## config.mk

```make
export PLATFORM = sky130hd
export DESIGN_NAME = reset_sequencer
export DESIGN_NICKNAME = d
export VERILOG_FILES = /design/src/rtl/reset_seq_pkg.sv /design/src/rtl/button_debounce.sv /design/src/rtl/reset_sequencer.sv
export SDC_FILE = /design/constraint.sdc
export NUM_CORES = 1
export LEC_CHECK = 0
export BUFFER_PORTS_ARGS = -buffer_cell sky130_fd_sc_hd__buf_2
export CAP_MARGIN = 40
export CORE_MARGIN = 1.5
export CORE_UTILIZATION = 62
export DETAILED_ROUTE_END_ITERATION = 10
export PLACE_DENSITY_LB_ADDON = 0.2
export REMOVE_ABC_BUFFERS = 1
export SLEW_MARGIN = 20
export SYNTH_ARGS = -nofsm -noshare
export SYNTH_HDL_FRONTEND = slang
export SYNTH_SLANG_ARGS = --single-unit
```

## constraint.sdc

```tcl
create_clock -name i_sysclk -period 3.3 [get_ports i_sysclk]
set_input_delay 0.165 -clock i_sysclk [delete_from_list [all_inputs] [get_ports i_sysclk]]
set_output_delay 0.165 -clock i_sysclk [all_outputs]
set_load 0.005 [all_outputs]
```

## src/rtl/reset_seq_pkg.sv

```systemverilog
// rtl/reset_seq_pkg.sv - shared state encoding and counter width helper for reset_sequencer
// Contents:
//    rst_state_t  - sequencer FSM state (S_HOLD, S_STAGE, S_RUN; value 3 unused)
//    cnt_width()  - bit width of a counter that counts 0..val-1, never narrower than 1
package reset_seq_pkg;

   typedef enum logic [1:0] {
      S_HOLD  = 2'd0,
      S_STAGE = 2'd1,
      S_RUN   = 2'd2
   } rst_state_t;

   function automatic int cnt_width(input int val);
      return (val < 2) ? 1 : $clog2(val);
   endfunction

endpackage

```

## src/rtl/button_debounce.sv

```systemverilog
// rtl/button_debounce.sv - two-flop synchroniser plus consecutive-sample debouncer
// Ports:
//    i_sysclk    - clock
//    i_rst_n     - asynchronous active-low reset; debounced output resets to 0 (pressed)
//    i_button_n  - raw active-low button, asynchronous to i_sysclk
//    o_btn_db    - debounced button level (1 = released)
module button_debounce #(
   parameter int DEBOUNCE_CYCLES = 4
) (
   input  logic i_sysclk,
   input  logic i_rst_n,
   input  logic i_button_n,
   output logic o_btn_db
);
   import reset_seq_pkg::*;

   localparam int DW = cnt_width(DEBOUNCE_CYCLES);

   logic          sync1_q;
   logic          btn_s_q;
   logic          btn_db_q, btn_db_d;
   logic [DW-1:0] db_cnt_q, db_cnt_d;

   // The counter only advances while the synchronised level disagrees with the
   // debounced one; any agreeing sample restarts the count.
   always_comb begin
      btn_db_d = btn_db_q;
      db_cnt_d = '0;
      if (btn_s_q != btn_db_q) begin
         if (db_cnt_q == DW'(DEBOUNCE_CYCLES - 1)) begin
            btn_db_d = btn_s_q;
         end else begin
            db_cnt_d = db_cnt_q + DW'(1);
         end
      end
   end

   always_ff @(posedge i_sysclk or negedge i_rst_n) begin
      if (!i_rst_n) begin
         sync1_q  <= 1'b0;
         btn_s_q  <= 1'b0;
         btn_db_q <= 1'b0;
         db_cnt_q <= '0;
      end else begin
         sync1_q  <= i_button_n;
         btn_s_q  <= sync1_q;
         btn_db_q <= btn_db_d;
         db_cnt_q <= db_cnt_d;
      end
   end

   assign o_btn_db = btn_db_q;

endmodule

```

## src/rtl/reset_sequencer.sv

```systemverilog
// rtl/reset_sequencer.sv - staged multi-domain reset release with button debounce and watchdog
// Ports:
//    i_sysclk        - clock
//    i_rst_n         - asynchronous active-low power-on reset
//    i_button_n      - raw active-low board button
//    i_kick          - watchdog heartbeat, sampled in S_RUN
//    i_wdt_en        - watchdog enable level
//    o_rst_n         - per-domain active-low resets, bit 0 released first
//    o_all_released  - high only in S_RUN
//    o_wdt_fired     - sticky: last reset entry came from the watchdog
//    o_state         - current FSM state
module reset_sequencer #(
   parameter int NUM_CHANNELS    = 3,
   parameter int DEBOUNCE_CYCLES = 4,
   parameter int HOLD_CYCLES     = 16,
   parameter int STAGE_DELAY     = 8,
   parameter int WDT_CYCLES      = 64
) (
   input  logic                    i_sysclk,
   input  logic                    i_rst_n,
   input  logic                    i_button_n,
   input  logic                    i_kick,
   input  logic                    i_wdt_en,
   output logic [NUM_CHANNELS-1:0] o_rst_n,
   output logic                    o_all_released,
   output logic                    o_wdt_fired,
   output logic [1:0]              o_state
);
   import reset_seq_pkg::*;

   localparam int HW = cnt_width(HOLD_CYCLES);
   localparam int SW = cnt_width(STAGE_DELAY);
   localparam int IW = cnt_width(NUM_CHANNELS);
   localparam int WW = cnt_width(WDT_CYCLES);

   rst_state_t              state_q, state_d;
   logic [HW-1:0]           hold_cnt_q, hold_cnt_d;
   logic [SW-1:0]           stage_cnt_q, stage_cnt_d;
   logic [IW-1:0]           idx_q, idx_d;
   logic [WW-1:0]           wdt_cnt_q, wdt_cnt_d;
   logic [NUM_CHANNELS-1:0] rst_n_q, rst_n_d;
   logic                    released_q, released_d;
   logic                    fired_q, fired_d;
   logic                    btn_db;
   logic                    enter_hold;

   button_debounce #(
      .DEBOUNCE_CYCLES(DEBOUNCE_CYCLES)
   ) u_button_debounce (
      .i_sysclk   (i_sysclk),
      .i_rst_n    (i_rst_n),
      .i_button_n (i_button_n),
      .o_btn_db   (btn_db)
   );

   always_comb begin
      state_d     = state_q;
      hold_cnt_d  = hold_cnt_q;
      stage_cnt_d = stage_cnt_q;
      idx_d       = idx_q;
      wdt_cnt_d   = '0;
      rst_n_d     = rst_n_q;
      released_d  = released_q;
      fired_d     = fired_q;
      enter_hold  = 1'b0;

      case (state_q)
         // The hold timer runs even while the button is still pressed so that
         // the power-on debounce overlaps the minimum hold time.
         S_HOLD: begin
            rst_n_d    = '0;
            released_d = 1'b0;
            if (hold_cnt_q != HW'(HOLD_CYCLES - 1)) begin
               hold_cnt_d = hold_cnt_q + HW'(1);
            end else if (btn_db) begin
               state_d     = S_STAGE;
               stage_cnt_d = '0;
               idx_d       = '0;
            end
         end

         S_STAGE: begin
            if (!btn_db) begin
               enter_hold = 1'b1;
            end else if (stage_cnt_q == SW'(STAGE_DELAY - 1)) begin
               for (int k = 0; k < NUM_CHANNELS; k++) begin
                  if (idx_q == IW'(k)) begin
                     rst_n_d[k] = 1'b1;
                  end
               end
               stage_cnt_d = '0;
               if (idx_q == IW'(NUM_CHANNELS - 1)) begin
                  state_d    = S_RUN;
                  released_d = 1'b1;
               end else begin
                  idx_d = idx_q + IW'(1);
               end
            end else begin
               stage_cnt_d = stage_cnt_q + SW'(1);
            end
         end

         // Button is checked first so a simultaneous press beats a watchdog expiry.
         S_RUN: begin
            if (!btn_db) begin
               enter_hold = 1'b1;
            end else if (i_kick || !i_wdt_en) begin
               wdt_cnt_d = '0;
            end else if (wdt_cnt_q == WW'(WDT_CYCLES - 1)) begin
               enter_hold = 1'b1;
               fired_d    = 1'b1;
            end else begin
               wdt_cnt_d = wdt_cnt_q + WW'(1);
            end
         end

         default: begin
            enter_hold = 1'b1;
         end
      endcase

      // A press always takes ownership of the reset cause.
      if (!btn_db) begin
         fired_d = 1'b0;
      end

      if (enter_hold) begin
         state_d     = S_HOLD;
         rst_n_d     = '0;
         released_d  = 1'b0;
         hold_cnt_d  = '0;
         stage_cnt_d = '0;
         idx_d       = '0;
         wdt_cnt_d   = '0;
      end
   end

   always_ff @(posedge i_sysclk or negedge i_rst_n) begin
      if (!i_rst_n) begin
         state_q     <= S_HOLD;
         hold_cnt_q  <= '0;
         stage_cnt_q <= '0;
         idx_q       <= '0;
         wdt_cnt_q   <= '0;
         rst_n_q     <= '0;
         released_q  <= 1'b0;
         fired_q     <= 1'b0;
      end else begin
         state_q     <= state_d;
         hold_cnt_q  <= hold_cnt_d;
         stage_cnt_q <= stage_cnt_d;
         idx_q       <= idx_d;
         wdt_cnt_q   <= wdt_cnt_d;
         rst_n_q     <= rst_n_d;
         released_q  <= released_d;
         fired_q     <= fired_d;
      end
   end

   assign o_rst_n        = rst_n_q;
   assign o_all_released = released_q;
   assign o_wdt_fired    = fired_q;
   assign o_state        = state_q;

endmodule

```

==> results of run 1 <==
[synth_stat cells, drive strengths merged, types with 2 or more instances]
master and number:
a211oi 2, a21o 6, a21oi 4, a22oi 3
a31oi 2, a32o 2, and3 2, buf 5
clkbuf 2, dfrtp 26, ha 8, inv 4
nand2 11, nand2b 3, nand3 5, nand4 3
nor2 10, nor2b 6, nor3 6, o21ai 3
xnor2 4
[kinds of logic (layout without fill, tap and decap cells)]
kind of cell / Yosys count / count (layout) / synth area share, %
mux: 1 / 1 / 0.853
flops: 26 / 26 / 49.3
buf+inv: 11 / 21 / 4.27
fa+ha+maj: 8 / 8 / 7.58
xor+xnor: 5 / 5 / 3.32
simple gates: 51 / 51 / 20.4
compound gates: 26 / 26 / 14.3
[worst min-delay path by stage]
stage	end	slack [ps]
2_1_floorplan	hold_cnt_q[0]	-130
3_3_place_gp	u_button_debounce.btn_s_q	190
3_5_place_dp	u_button_debounce.db_cnt_q[1]	190
4_1_cts	wdt_cnt_q[2]	220
5_1_grt	wdt_cnt_q[2]	220
6_report	wdt_cnt_q[2]	240
[registers in the layout (all words and copies together), names as in the netlist, 2 cells and up]
| signal | cells |
|---|---|
| o_state | 2 |
| stage_cnt_q | 3 |
| u_button_debounce.db_cnt_q | 2 |
| hold_cnt_q | 4 |
| wdt_cnt_q | 6 |
| o_rst_n | 2 |
| idx_q | 2 |
[metal layers]
metal	global-route usage (%)	vias to the layer above
li1	-	472
met1	26.8	453
met2	33.6	24
met3	3.68	4
met4	9.52	0
met5	0	-
[stage by stage]
step | setup slack, ps | hold WS (ps)
final | 1770 | 236
after global routing | 1610 | 221
after CTS | 1760 | 217
after detailed placement | 1790 | 190
after global placement | 1830 | 188
after floorplan | 1930 | -131
[worst min-delay path, delay by kind of cell]
family,cells,cell delay (ps)
buffers and inverters,1,100
and+or+nand+nor,3,270
[power by group through the flow]
stage / clock, mW / sequential (mW) / combinational [mW]
final: 0.160 / 0.459 / 0.226
after global routing: 0.174 / 0.470 / 0.261
after CTS: 0.166 / 0.455 / 0.229
after detailed placement: 0 / 0.462 / 0.226
after global placement: 0 / 0.461 / 0.208
after floorplan: 0 / 0.443 / 0.172
[cells in the final DEF (no fill, tap or decap), types with 4 or more instances in the layout]
cell	n
xnor2_1	4
buf_2	11
a21o_1	6
nor2b_1	6
dfrtp_1	26
nor3_1	6
a21oi_1	4
inv_1	4
ha_1	8
nor2_1	10
nand2_1	11
nand3_1	5
[cell type report]
cell class	instances	area [sq um]	share of cell area (%)
Multi-Input combinational cell	91	613	43.1
Inverter	4	15.0	1.05
Tap cell	27	33.8	2.37
Sequential cell	26	651	45.7
Clock buffer	4	36.3	2.55
Timing Repair Buffer	13	75.1	5.27
[timing repair]
item,4_1_cts,5_1_grt
endpoints found under the hold margin,27,0
setup buffers,0,0
hold buffers,2,0
==> qor.csv, run 1 <==
stage,metric,value,unit
yosys,synth-seq-area-share,49.3,%
critical_path,rr_startpoint,wdt_cnt_q[0],
cells_and_area,post-route-util,71.8,%
placed_design,post-dp-hpwl,1630,microns
hold_path,whs_path_depth,4,
timing,skew,4.61,ps
yosys,synth-edff-count,0,
timing,period_needed,1530,ps
power_and_ir_drop,switchingPower,0.295,mW
critical_path,critPathLaunch,wdt_cnt_q[0],
power_and_ir_drop,peakVddDrop,0.477,mV
yosys,synth_warnings,0,
detailed_routing,drt-met1-wl,1060,microns
floorplanning,initial_core_util,66.6,%
cells_and_area,drive_above_1_share,14.5,%
yosys,synth.distinct_cells,36,
timing,tns,0,ps
run,max_cap_violations,0,
critical_path,max_stage_delay,420,ps
timing,hold_violations,0,
floorplanning,die_area,2410,sq um
detailed_routing,drt_pass1_iterations,4,
global_route,grt_pass1_wl,3750,microns
clocking,cts_tree,yes,
global_route,grt_pass1_vias,873,
floorplanning,ioPinCount,12,
floorplanning,rows,16,
yosys,syn_area_per_cell,10.3,sq um
critical_path,cp_max_fo,5,
global_route,overflow,0,
critical_path,start_kind,register,
clocking,htreeDepth,1,
clocking,cts_root_buffer,clkbuf_4,
cells_and_area,finalNetCount,152,
run_status,outcome,"finished, final reports clean",
cells_and_area,nFillCells,126,
yosys,synth_top_area_share,49.3,%
floorplanning,fp.dieH,49.1,microns
critical_path,reg2reg_slack,1770,ps
yosys,syn_inst,128,
hold_path,hold_path.class,input pin to register,
critical_path,required,3540,ps
placed_design,postPlaceCellArea,1370,sq um
power_and_ir_drop,seqPwrFrac,54.3,%
power_and_ir_drop,pwr-share-clk,18.9,%
floorplanning,coreArea,1980,sq um
detailed_routing,drt_iter0_drc,42,
timing,worstMarginPinSlew,561,ps
yosys,synth.area.top_cells,"dfrtp_1 49%, ha_1 7.6%, a21o_1 3.4%",
cells_and_area,fin_cells,165,
yosys,synth_ff_type,dfrtp_1,
timing,rsz0062_at_grt,false,
power_and_ir_drop,power.share.combinational,26.8,%
global_route,grt_antenna_before_repair,0,
detailed_routing,routedWlPerCell,13.8,microns
timing,setup_viol,0,
cells_and_area,syn2layout_area_growth,7.87,%
critical_path,r2r_cells,5,
detailed_routing,dr_wl_met2,1090,microns
critical_path,end_kind,register,
detailed_routing,ant_nets,0,
hold_path,min-delay-start,i_kick,
critical_path,cp_cell_sequence,ha_1 > and3_1 > a21oi_1 > o22ai_1 > nor3_1,
global_route,grt_max_degree,27,
critical_path,crit_path_top_delay_cell,dfrtp_1,
timing,timing.fmax,653,MHz
detailed_routing,drc,0,
yosys,netlist_area,1320,sq um
clocking,numCtsBuffers,3,
critical_path,cp_num_cells,5,
detailed_routing,top_layer,met4,
critical_path,critical_path.endpoint,hold_cnt_q[2],
critical_path,crit_arrival,1770,ps
yosys,async_reset_ff_share,100,%
power_and_ir_drop,switching_share,34.9,%
critical_path,path_class,register to register,
power_and_ir_drop,internal_power,0.550,mW
clocking,clock_latency,320,ps
detailed_routing,via_count,953,
timing,timing.final.crit_share,46.4,%
floorplanning,die_w,49.1,microns
critical_path,rr_endpoint,hold_cnt_q[2],
placed_design,io_buffers,11,
power_and_ir_drop,powerDensity,594,nW/um^2
cells_and_area,antennaDiodeCount,0,
clocking,post_cts_resized,0,
timing,relSlewSlack,62.6,%
global_route,grt_usage,20.6,%
placed_design,routabilityCongestion,0.846,
detailed_routing,wirelength,2280,microns
placed_design,placed_cells,159,
detailed_routing,dr_wl_met3,89,microns
yosys,synth_area_leader_cell,dfrtp_1,
clocking,cts_sinks,26,
detailed_routing,vias_per_cell,5.78,
clocking,clk_pin_slew,140,ps
critical_path,crit_family,simple AND/OR/NAND/NOR gates,
yosys,ys_seq_elements,26,
cells_and_area,design_area,1420,sq um
power_and_ir_drop,total_power,0.845,mW
timing,final_max_slew_viol_count,0,
clocking,cts_buffer_depth,2,
critical_path,critPathBufInv,0,
power_and_ir_drop,p_leak,0.681,nW
Power figures use the tool's default switching activity.
==> run 2, diff against run 1 <==
--- a/config.mk
+++ b/config.mk
@@ -7,8 +7,9 @@
 export LEC_CHECK = 0
 export BUFFER_PORTS_ARGS = -buffer_cell sky130_fd_sc_hd__buf_2
 export CAP_MARGIN = 40
+export CORE_ASPECT_RATIO = 1.75
 export CORE_MARGIN = 1.5
-export CORE_UTILIZATION = 62
+export CORE_UTILIZATION = 52
 export DETAILED_ROUTE_END_ITERATION = 10
 export PLACE_DENSITY_LB_ADDON = 0.2
 export REMOVE_ABC_BUFFERS = 1
==> constraint.sdc (replaced) <==
create_clock -name i_sysclk -period 1.4 [get_ports i_sysclk]
set_input_delay 0.07 -clock i_sysclk [delete_from_list [all_inputs] [get_ports i_sysclk]]
set_output_delay 0.07 -clock i_sysclk [all_outputs]
set_load 0.005 [all_outputs]
==> run 2 against run 1 <==
Count of clock-buffer cells in the layout down 1. First-iteration DRC count down 26%. Total power rose to 2.6 times the previous value. Global-route usage up 0.91 points. Routed wire length up 16%. Worst setup slack worse by 1700 ps. Critical path type unchanged. Core utilization down 7.6 points. Non-clock buffer count up 14. Maximum frequency up 12%. Combinational power rose to 3.4 times the previous value. Clock skew down 1.5 ps.
==> qor.csv, run 2 (synthesis gave the netlist of run 1 again) <==
stage,metric,value,unit
global_route,grt_pass1_vias,1051,
power_and_ir_drop,switchingPower,0.742,mW
global_route,met3_usage,1.92,%
critical_path,start_kind,register,
clocking,clk_pin_slew,80,ps
detailed_routing,drc,0,
clocking,cts_sinks,26,
detailed_routing,vias_per_cell,5.69,
floorplanning,die_area,2860,sq um
global_route,grt_usage,21.5,%
timing,setup_viol,0,
timing,tns,0,ps
timing,final_max_slew_viol_count,0,
critical_path,path_class,register to register,
power_and_ir_drop,pwr-share-clk,18.1,%
cells_and_area,largest_reg_flops,6,
detailed_routing,routedWlPerCell,14.9,microns
critical_path,rr_startpoint,hold_cnt_q[1],
timing,period_needed,1370,ps
timing,worstMarginPinSlew,577,ps
floorplanning,rows,24,
timing,timing.fmax,729,MHz
global_route,grt_antenna_before_repair,0,
detailed_routing,drt_pass1_iterations,4,
placed_design,post-dp-hpwl,1890,microns
global_route,use_met1,22.9,%
critical_path,reg2reg_slack,30,ps
power_and_ir_drop,switching_share,33.7,%
floorplanning,die_w,41.1,microns
floorplanning,initial_core_util,53.6,%
detailed_routing,ant_nets,0,
global_route,overflow,0,
clocking,htreeDepth,1,
cells_and_area,largestRegisters,"wdt_cnt_q (6), hold_cnt_q (4), stage_cnt_q (3)",
detailed_routing,wirelength,2640,microns
run_status,outcome,"finished, final reports clean",
placed_design,routabilityCongestion,0.767,
cells_and_area,fin_cells,177,
critical_path,r2r_cells,4,
cells_and_area,finalNetCount,166,
cells_and_area,final_cell_mix,"26 x dfrtp_1, 14 x buf_4, 11 x nand2_1, 11 x buf_2, 10 x nor2_1",
power_and_ir_drop,power.share.combinational,35.2,%
detailed_routing,via_count,1007,
clocking,cts_tree,yes,
clocking,numCtsBuffers,3,
critical_path,required,1550,ps
clocking,cts_buffer_depth,2,
run,max_cap_violations,0,
global_route,grt_pass1_wl,4320,microns
critical_path,crit_arrival,1520,ps
floorplanning,fp.dieH,69.7,microns
timing,timing.final.crit_share,98.0,%
power_and_ir_drop,peakVddDrop,0.898,mV
timing,rsz0062_at_grt,true,
power_and_ir_drop,internal_power,1.46,mW
critical_path,end_kind,register,
timing,hold_violations,0,
critical_path,critical_path.endpoint,stage_cnt_q[1],
floorplanning,coreArea,2460,sq um
global_route,met2_usage,38.0,%
timing,relSlewSlack,61.5,%
cells_and_area,antennaDiodeCount,0,
cells_and_area,drive_above_1_share,27.2,%
global_route,grt_max_degree,27,
placed_design,placed_cells,172,
clocking,clock_latency,260,ps
clocking,cts_root_buffer,clkbuf_8,
cells_and_area,regMostFlops,wdt_cnt_q,
detailed_routing,drt_iter0_drc,31,
cells_and_area,syn2layout_area_growth,19.8,%
timing,skew,3.07,ps
cells_and_area,layout_commonest_cell,dfrtp_1,
hold_path,hold_path.class,input pin to register,
placed_design,io_buffers,11,
power_and_ir_drop,seqPwrFrac,46.7,%
critical_path,critPathLaunch,hold_cnt_q[1],
global_route,globalRoute.busiestLayer,met2,
floorplanning,ioPinCount,12,
power_and_ir_drop,powerDensity,1390,nW/um^2
critical_path,cp_max_fo,6,
power_and_ir_drop,p_leak,0.755,nW
critical_path,rr_endpoint,stage_cnt_q[1],
## run 2: cell count changes in the layout (fill, tap and decap cells not counted), moves of 2 or more
cell,previous run,this run
clkbuf_4,3,0
clkbuf_8,1,3
buf_4,0,14
ha_1,8,6
nor3_1,6,4
nor3_2,0,2
## run 2: worst max-delay path, stage by stage, from the launching register on
cell and delay (ps):
dfrtp_1 390, ha_1 260, nand4_1 120, a21o_1 270, a32o_1 230
## run 2: cell type report
cell class | count | area, sq um
inverter | 4 | 15.0
timing repair buffer | 27 | 180
sequential | 26 | 651
multi-input combinational | 91 | 662
fill | 204 | 881
tap | 26 | 32.5
clock buffer | 3 | 41.3
## run 2: timing repair
item | in CTS | in global routing
gates resized for setup | 3 | 7
pin swaps | 1 | 7
hold endpoints to repair | 27 | 0
setup buffers | 0 | 0
hold buffers | 2 | 0
endpoints found under the setup margin | 8 | 14
## run 2: routing by layer
metal | vias to the layer above | wire (microns)
met2 | 9 | 1580
met5 | - | 0
met3 | 2 | 47
met1 | 499 | 970
met4 | 0 | 43
li1 | 497 | -
## run 2: per-stage QoR
stage	hold slack, ps	power (mW)	setup WS [ps]	instance area [sq um]	utilization, %
after floorplan	-226	1.45	25.5	1280	-
after global placement	94.5	1.73	-18.3	1470	59.8
after detailed placement	101	1.76	-33.2	1470	59.8
after CTS	164	2.17	1.81	1540	62.6
after global routing	200	2.37	-55.0	1580	64.2
final	166	2.20	28.4	1580	64.2
## run 2: how the worst min path moves through the flow
stage	startpoint	end	slack [ps]	depth (start not counted)
3_3_place_gp	i_rst_n	o_wdt_fired	90	1
3_5_place_dp	i_rst_n	o_wdt_fired	100	1
5_1_grt	i_kick	wdt_cnt_q[4]	200	4
4_1_cts	i_kick	wdt_cnt_q[4]	160	4
6_report	i_kick	wdt_cnt_q[4]	170	4
2_1_floorplan	i_rst_n	hold_cnt_q[0]	-230	0
## run 2: power by group through the flow
stage | Combinational [mW] | Sequential, mW | Clock [mW]
2_1_floorplan | 0.405 | 1.05 | 0
3_3_place_gp | 0.695 | 1.03 | 0
3_5_place_dp | 0.717 | 1.04 | 0
4_1_cts | 0.726 | 1.03 | 0.412
5_1_grt | 0.867 | 1.05 | 0.445
6_report | 0.775 | 1.03 | 0.400
==> run 3, diff against run 2 <==
--- a/config.mk
+++ b/config.mk
@@ -7,9 +7,11 @@
 export LEC_CHECK = 0
 export BUFFER_PORTS_ARGS = -buffer_cell sky130_fd_sc_hd__buf_2
 export CAP_MARGIN = 40
+export CELL_PAD_IN_SITES_DETAIL_PLACEMENT = 1
+export CELL_PAD_IN_SITES_GLOBAL_PLACEMENT = 1
 export CORE_ASPECT_RATIO = 1.75
 export CORE_MARGIN = 1.5
-export CORE_UTILIZATION = 52
+export CORE_UTILIZATION = 41
 export DETAILED_ROUTE_END_ITERATION = 10
 export PLACE_DENSITY_LB_ADDON = 0.2
 export REMOVE_ABC_BUFFERS = 1
==> run 3 against run 2 <==
The run now ends with negative setup slack left. Total power up 1.2%. Clock power grew 5.2%. Count of clock-buffer cells in the layout stayed put. Routed wire length up 15%. Worst setup slack got worse by 44 ps. Register-to-register slack got worse by 40 ps. Global-route usage fell by 2.6 points. Via count increased by 3.2%. Die area grew 25%. First-iteration DRC count fell by 77%. Critical path type unchanged. Largest cell class unchanged. Largest power group unchanged. Highest routed layer unchanged.
==> qor.csv, run 3 (synthesis gave the netlist of run 1 again) <==
stage,metric,value,unit
timing,timing.final.crit_share,101,%
power_and_ir_drop,peakVddDrop,0.692,mV
detailed_routing,drt_iter0_drc,7,
detailed_routing,via_count,1039,
cells_and_area,largestRegisters,"wdt_cnt_q (6), hold_cnt_q (4), stage_cnt_q (3)",
critical_path,cp_max_fo,5,
cells_and_area,regMostFlops,wdt_cnt_q,
timing,worstMarginPinSlew,578,ps
critical_path,crit_arrival,1570,ps
placed_design,post-dp-hpwl,2260,microns
run,max_cap_violations,0,
global_route,grt_usage,18.9,%
timing,skew,4.41,ps
critical_path,reg2reg_slack,-20,ps
clocking,cts_buffer_depth,2,
global_route,overflow,0,
floorplanning,rows,27,
clocking,cts_root_buffer,clkbuf_8,
clocking,clock_latency,270,ps
detailed_routing,routedWlPerCell,15.5,microns
timing,setup_viol,1,
timing,timing.fmax,706,MHz
cells_and_area,drive_above_1_share,28.9,%
cells_and_area,finalNetCount,167,
critical_path,max_stage_delay,370,ps
run_status,outcome,"complete, but fails checks",
global_route,grt_pass1_vias,1141,
floorplanning,ioPinCount,12,
critical_path,crit_path_top_delay_cell,dfrtp_1,
clocking,cts_tree,yes,
placed_design,routabilityCongestion,0.754,
placed_design,dpl_worst_slack,-70.2,ps
floorplanning,fp.dieH,78.1,microns
critical_path,path_class,register to register,
placed_design,io_buffers,11,
clocking,numCtsBuffers,3,
floorplanning,die_w,45.9,microns
detailed_routing,vias_per_cell,5.33,
detailed_routing,drc,0,
run_status,failed_checks,negative setup slack,
critical_path,required,1560,ps
power_and_ir_drop,p_leak,0.757,nW
global_route,grt_antenna_before_repair,0,
power_and_ir_drop,total_power,2.23,mW
global_route,grt_pass1_wl,5020,microns
global_route,grt_max_degree,27,
cells_and_area,antennaDiodeCount,0,
critical_path,end_kind,register,
detailed_routing,drt_pass1_iterations,2,
floorplanning,initial_core_util,42.5,%
timing,hold_violations,0,
cells_and_area,layout_commonest_cell,dfrtp_1,
critical_path,start_kind,register,
clocking,cts_sinks,26,
timing,period_needed,1420,ps
cells_and_area,largest_reg_flops,6,
timing,setup_ws,-15.7,ps
timing,relSlewSlack,61.4,%
critical_path,cp_cell_sequence,ha_2 > and3_4 > a211oi_2 > a21o_1 > a32o_1,
clocking,htreeDepth,1,
cells_and_area,syn2layout_area_growth,22.2,%
hold_path,hold_path.class,input pin to register,
clocking,clk_pin_slew,90,ps
floorplanning,coreArea,3110,sq um
detailed_routing,wirelength,3030,microns
detailed_routing,ant_nets,0,
timing,rsz0062_at_grt,true,
cells_and_area,final_cell_mix,"26 x dfrtp_1, 15 x buf_4, 11 x nand2_1, 11 x buf_2, 9 x nor2_1",
power_and_ir_drop,powerDensity,1380,nW/um^2
cells_and_area,multi_input_area,664,sq um
timing,final_max_slew_viol_count,0,
cells_and_area,ff_latch_area,651,sq um
floorplanning,die_area,3580,sq um
cells_and_area,nFillCells,374,
-- run 3: path summary, 6_finish.rpt --
path | from | to | cells after the start
max | wdt_cnt_q[1] | stage_cnt_q[1] | 5
min | i_kick | o_wdt_fired | 5
max reg2reg | wdt_cnt_q[1] | stage_cnt_q[1] | 5
min reg2reg | u_button_debounce.sync1_q | u_button_debounce.btn_s_q | 0
max in group asynchronous | i_rst_n | wdt_cnt_q[4] | 2
min in group asynchronous | i_rst_n | wdt_cnt_q[5] | 2
-- run 3: area by class of cell --
type	instances	share of cell area [%]
timing repair buffer	28	11.6
clock buffer	3	2.56
multi-input combinational	91	41.2
inverter	4	0.931
sequential	26	40.3
tap	43	3.34
-- run 3: what timing repair did --
action | 4_1_cts | 5_1_grt
endpoints found under the setup margin | 12 | 13
buffers inserted | 0 | 1
gates resized for setup | 5 | 7
hold buffers | 2 | 0
pin swaps | 1 | 2
endpoints found under the hold margin | 27 | 0
-- run 3: per-layer routing --
layer / GRT usage, % / wire, microns
met1: 19.0 / 1120
met2: 36.7 / 1820
met3: 2.30 / 41
met4: 6.00 / 45
met5: 0 / 0
-- run 3: worst max-delay path, delay by kind of cell, from the launching register on --
kind	cells	cell delay, ps
and+or+nand+nor	1	220
adders and majority gates	1	190
DFF	1	370
AOI/OAI and AO/OA	3	520
-- run 3: power by group --
part / leakage [nW] / switching (mW) / internal [mW]
Clock: 0.0216 / 0.228 / 0.193
Sequential: 0.343 / 0.145 / 0.890
Combinational: 0.392 / 0.411 / 0.363
-- run 3: stage by stage --
stage / hold slack (ps) / std cells / util, % / instance area (sq um) / setup TNS (ps)
5_1_grt: 219 / 195 / 51.9 / 1610 / -318
2_1_floorplan: -226 / 121 / - / 1280 / 0
3_3_place_gp: 103 / 189 / 48.0 / 1490 / -39.0
3_5_place_dp: 111 / 189 / 48.0 / 1490 / -342
4_1_cts: 221 / 194 / 50.4 / 1570 / -4.35
6_report: 221 / 195 / 51.9 / 1610 / -15.7
